==> src/rtl/rr_grant_scheduler_pkg.sv <==
// rr_grant_scheduler_pkg: shared sizes and state encoding for the round-robin grant scheduler
package rr_grant_scheduler_pkg;
  localparam int N_REQ = 16;
  localparam int IDX_W = 4;
  localparam int HOLD_W = 8;
  typedef enum logic [1:0] {
    IDLE  = 2'd0,
    GRANT = 2'd1,
    TURN  = 2'd2
  } state_t;
endpackage

==> src/rtl/rr_grant_scheduler_decode.sv <==
// grant_decode4: 4-to-16 one-hot decoder gated by an enable
module grant_decode4 #(
  parameter int UUID = 0
) (
  input  logic [3:0]  i_idx,
  input  logic        i_en,
  output logic [15:0] o_onehot
);
  assign o_onehot = {15'b0, i_en} << i_idx;
endmodule

==> src/rtl/rr_grant_scheduler.sv <==
// rr_grant_scheduler: 16-way round-robin owner scheduler with hold limit and turnaround cycle
module rr_grant_scheduler
  import rr_grant_scheduler_pkg::*;
#(
  parameter int    UUID     = 0,
  parameter string NAME     = "",
  parameter int    MAX_HOLD = 8
) (
  input  logic             clk,
  input  logic             rst,
  input  logic [N_REQ-1:0] req,
  input  logic             done,
  output logic [N_REQ-1:0] grant,
  output logic [IDX_W-1:0] grant_idx,
  output logic             grant_valid,
  output logic             timeout
);
  function automatic logic [IDX_W-1:0] rr_pick(input logic [N_REQ-1:0] r, input logic [IDX_W-1:0] p);
    logic [2*N_REQ-1:0] dbl;
    logic [N_REQ-1:0]   rot;
    logic [IDX_W-1:0]   f;
    dbl = {r, r} >> p;
    rot = dbl[N_REQ-1:0];
    f = '0;
    for (int i = N_REQ - 1; i >= 0; i--) f = rot[i] ? IDX_W'(i) : f;
    return f + p;
  endfunction

  state_t             r_state, w_state_nxt;
  logic [IDX_W-1:0]   r_ptr, w_ptr_nxt, r_owner, w_owner_nxt, w_win;
  logic [HOLD_W-1:0]  r_hold, w_hold_nxt;
  logic               r_timeout, w_timeout_nxt, w_lim, w_exit, w_any;

  assign w_any  = |req;
  assign w_win  = rr_pick(req, r_ptr);
  assign w_lim  = (MAX_HOLD != 0) && (r_hold == HOLD_W'(MAX_HOLD));
  assign w_exit = done || !req[r_owner] || w_lim;

  // next-state: arbitrate in IDLE/TURN, hold or release in GRANT; timeout only for a pure hold-limit exit
  always_comb begin
    w_state_nxt   = IDLE;
    w_ptr_nxt     = r_ptr;
    w_owner_nxt   = r_owner;
    w_hold_nxt    = r_hold;
    w_timeout_nxt = 1'b0;
    case (r_state)
      GRANT: begin
        w_state_nxt   = w_exit ? TURN : GRANT;
        w_timeout_nxt = w_exit && !done && req[r_owner];
        w_hold_nxt    = (w_exit || &r_hold) ? r_hold : r_hold + 1'b1;
      end
      IDLE, TURN: begin
        w_state_nxt = w_any ? GRANT : IDLE;
        w_owner_nxt = w_any ? w_win : r_owner;
        w_ptr_nxt   = w_any ? w_win + 1'b1 : r_ptr;
        w_hold_nxt  = w_any ? HOLD_W'(1) : r_hold;
      end
      default: ;
    endcase
  end

  // state register; reset drops ownership at once with no turnaround
  always_ff @(posedge clk) begin
    if (rst) begin
      r_state   <= IDLE;
      r_ptr     <= '0;
      r_owner   <= '0;
      r_hold    <= '0;
      r_timeout <= 1'b0;
    end else begin
      r_state   <= w_state_nxt;
      r_ptr     <= w_ptr_nxt;
      r_owner   <= w_owner_nxt;
      r_hold    <= w_hold_nxt;
      r_timeout <= w_timeout_nxt;
    end
  end

  assign grant_valid = (r_state == GRANT);
  assign grant_idx   = grant_valid ? r_owner : '0;
  assign timeout     = r_timeout;

  grant_decode4 #(.UUID(UUID ^ 32'h0000_0D34)) u_dec (
    .i_idx    (grant_idx),
    .i_en     (grant_valid),
    .o_onehot (grant)
  );
endmodule

==> config.mk <==
export PLATFORM = sky130hd
export DESIGN_NAME = rr_grant_scheduler
export DESIGN_NICKNAME = d
export VERILOG_FILES = /design/src/rtl/rr_grant_scheduler_pkg.sv /design/src/rtl/rr_grant_scheduler_decode.sv /design/src/rtl/rr_grant_scheduler.sv
export SDC_FILE = /design/constraint.sdc
export NUM_CORES = 1
export LEC_CHECK = 0
export ABC_AREA = 1
export CAP_MARGIN = 15
export CELL_PAD_IN_SITES_DETAIL_PLACEMENT = 0
export CELL_PAD_IN_SITES_GLOBAL_PLACEMENT = 1
export CORE_MARGIN = 2
export CORE_UTILIZATION = 37
export DETAILED_ROUTE_END_ITERATION = 7
export PLACE_DENSITY = 0.92
export SETUP_SLACK_MARGIN = 0.2
export SYNTH_ARGS = -nofsm -noshare
export SYNTH_HDL_FRONTEND = slang
export SYNTH_SLANG_ARGS = --single-unit
==> constraint.sdc <==
create_clock -name clk -period 4.4 [get_ports clk]
set_input_delay 0.66 -clock clk [delete_from_list [all_inputs] [get_ports clk]]
set_output_delay 0.66 -clock clk [all_outputs]
set_load 0.02 [all_outputs]
==> results_dict.tcl <==
set metrics [dict create \
    grtUsageTotal 0.192 \
    numCtsBuffers 3 \
    layout.nets 452 \
    ios 41 \
    layout_setup_ws_ns 0.639 \
    crit_path_end_kind "flip-flop" \
    root_buffer "clkbuf_8" \
    gp_congestion 0.926 \
    setup_viol 0 \
    drt_iter0_markers 169 \
    path_clk_slew_ns 0.07 \
    post-cts-setup-buffers 0 \
    via_per_inst 5.33 \
    maxSlewHeadroom 0.608 \
    synth_top_area_frac 0.163 \
    pre_cts_slack_ns 0.402 \
    p_per_area_nw_per_um2 613 \
    syn_inst 394 \
    drive_gt1_frac 0.113 \
    avgSynthCellArea_um2 5.94 \
    criticalPathCategory "in2reg" \
    rows 28 \
    clock-sinks 19 \
    grt.overflow.total 0 \
    coreArea_um2 6030 \
    grt_pass1_vias 2563 \
    dieWidth_um 83.5 \
    post-route-util 0.460 \
    synth_cell_type_count 40 \
    maxCapViolCount 0 \
    synth_area_leaders "dfxtp_1 (16%), nand3_1 (15%), nand2_1 (15%), nor2_1 (5.9%), inv_1 (4.5%)" \
    fillers 643 \
    grt_max_degree 20 \
    slew_violations 0 \
    crit_path_max_incr_delay_ns 0.63 \
    ctsHoldBuffers 0 \
    multi_input_area_um2 1670 \
    synth_edf_count 0 \
    period_share 0.855 \
    htreeDepth 1 \
    critPathMaxFanout 4 \
    slowest_stage "clkdlybuf4s50_1" \
    leakagePower_nw 1.21 \
    cp.arrival_ns 3.89 \
    synth_area_um2 2340 \
    ys_seq_elements 19 \
    die_y_um 83.5 \
    wirelength_um 6590 \
    cts_tree "yes" \
    setup_tns_ns 0 \
    synthesis.nets 420 \
    num_vias 2667 \
    cts-resized-gates 0 \
    grt_setup_unrepaired "false" \
    register_area_um2 380 \
    area_delta_synth_final_pct 18.5 \
    status "finished clean" \
    antenna_found_initial 0 \
    ys_warn_count 0 \
    wl_per_cell_um 13.2 \
    num_antenna_cells 0 \
    synthFlopType "dfxtp_1" \
    final_antenna_net_count 0 \
    async_reset_ff_frac 0 \
    clk_latency_ns 0.25 \
    yosysSeqAreaShare 0.163 \
    grt_pass1_wl_um 11500 \
    yosys.area.top_type "dfxtp_1" \
    vdd_drop_max_v 0.000241 \
    start_util 0.388 \
    io_buffers 40 \
    tightest_slew_ns 0.588 \
    ctsLongestPathBuffers 2 \
    crit_top_cell "nand2_1" \
    hold_viol_final 0 \
    fmax_ghz 0.266 \
    yosysMostFrequentCell "nand2_1" \
    cp-start-kind "input port" \
    synth_common_cells "nand2_1 (96), nand3_1 (72), nor2_1 (37), inv_1 (28), dfxtp_1 (19)" \
    fin_worst_skew_ns 0.00187 \
    dpl.hpwl_um 5290 \
    drc_errors 0 \
    min-delay-path-class "reg2reg" \
    dieArea_um2 6970 \
    first_pass_iters 4 \
    crit_required_ns 4.53 \
    layout_min_cycle_time_ns 3.76 \
    fin_hold_ws_ns 0.477 \
]
-- final timing paths --
check | start | end | slack, ns | cells past startpoint
worst max-delay path | req[4] | r_ptr[2] | 0.64 | 27
worst min-delay path | r_hold[4] | r_hold[4] | 0.48 | 2
worst max register to register | r_ptr[3] | r_ptr[2] | 0.96 | 21
worst min register to register | r_hold[4] | r_hold[4] | 0.48 | 2
-- layout by cell type, fill, tap and decap left out, types with 2 or more instances in the layout --
cell type and instances:
nor2_1 37, nor4_1 5, nand2_1 96, dfxtp_1 19, o21ai_1 10, clkinv_1 3, clkbuf_8 3, o21ai_2 5
nand2_4 3, a211oi_1 3, clkdlybuf4s50_1 40, o211ai_1 4, o21ai_0 15, nand4_1 2, nor2_2 4, inv_2 6
nand3_1 72, buf_4 3, inv_1 28, nand3_2 7, a21oi_1 16, nand2_2 10, ha_1 6, xor2_1 4
nor3_1 10
-- sequential cells by signal, indices dropped and copies added, names as in the netlist --
register,cells
r_owner,4
r_state,2
timeout,1
r_ptr,4
r_hold,8
-- layout make-up --
type	count	area share
multi-input combinational	320	0.604
sequential	19	0.137
clock buffer	3	0.0149
clock inverter	1	0.00181
inverter	39	0.0555
tap	75	0.0339
timing repair buffer	43	0.153
-- critical path, delay by kind of cell --
| family | cells | cell delay [ns] |
|---|---|---|
| simple gates | 19 | 1.18 |
| fa+ha+maj | 3 | 0.89 |
| xor+xnor | 1 | 0.15 |
| compound gates | 3 | 0.36 |
| buf+inv | 1 | 0.63 |
-- power breakdown --
group / leakage [nW] / internal [mW] / switching [mW]
combinational: 1.03 / 0.473 / 0.839
clock: 0.0255 / 0.0627 / 0.0527
sequential: 0.156 / 0.206 / 0.0658
-- through the flow --
step | instance area [um^2] | total power, mW | std cells
final | 2770 | 1.70 | 500
after global routing | 2770 | 1.91 | 500
after CTS | 2770 | 1.70 | 500
after detailed placement | 2730 | 1.58 | 496
after global placement | 2730 | 1.56 | 496
after floorplan | 2340 | 1.35 | 394
-- kinds of logic after synthesis --
family,Yosys count,synth area share
buffers and inverters,55,0.121
flip-flops,19,0.163
adder cells (fa/ha/maj),7,0.0407
XOR/XNOR,5,0.0187
AND/OR/NAND/NOR,249,0.503
AO/OA/AOI/OAI,59,0.154
-- layer usage --
metal  GRT usage  share of wire  wire length [um]  vias to the layer above
met5           0              0                 0                        -
met4      0.0660          0.025               165                        0
met3      0.0188          0.033               219                       16
met2       0.331           0.47              3070                       53
met1       0.251           0.47              3130                     1215
li1            -              -                 -                     1383
Note: power is estimated with default switching activity, not from simulation.
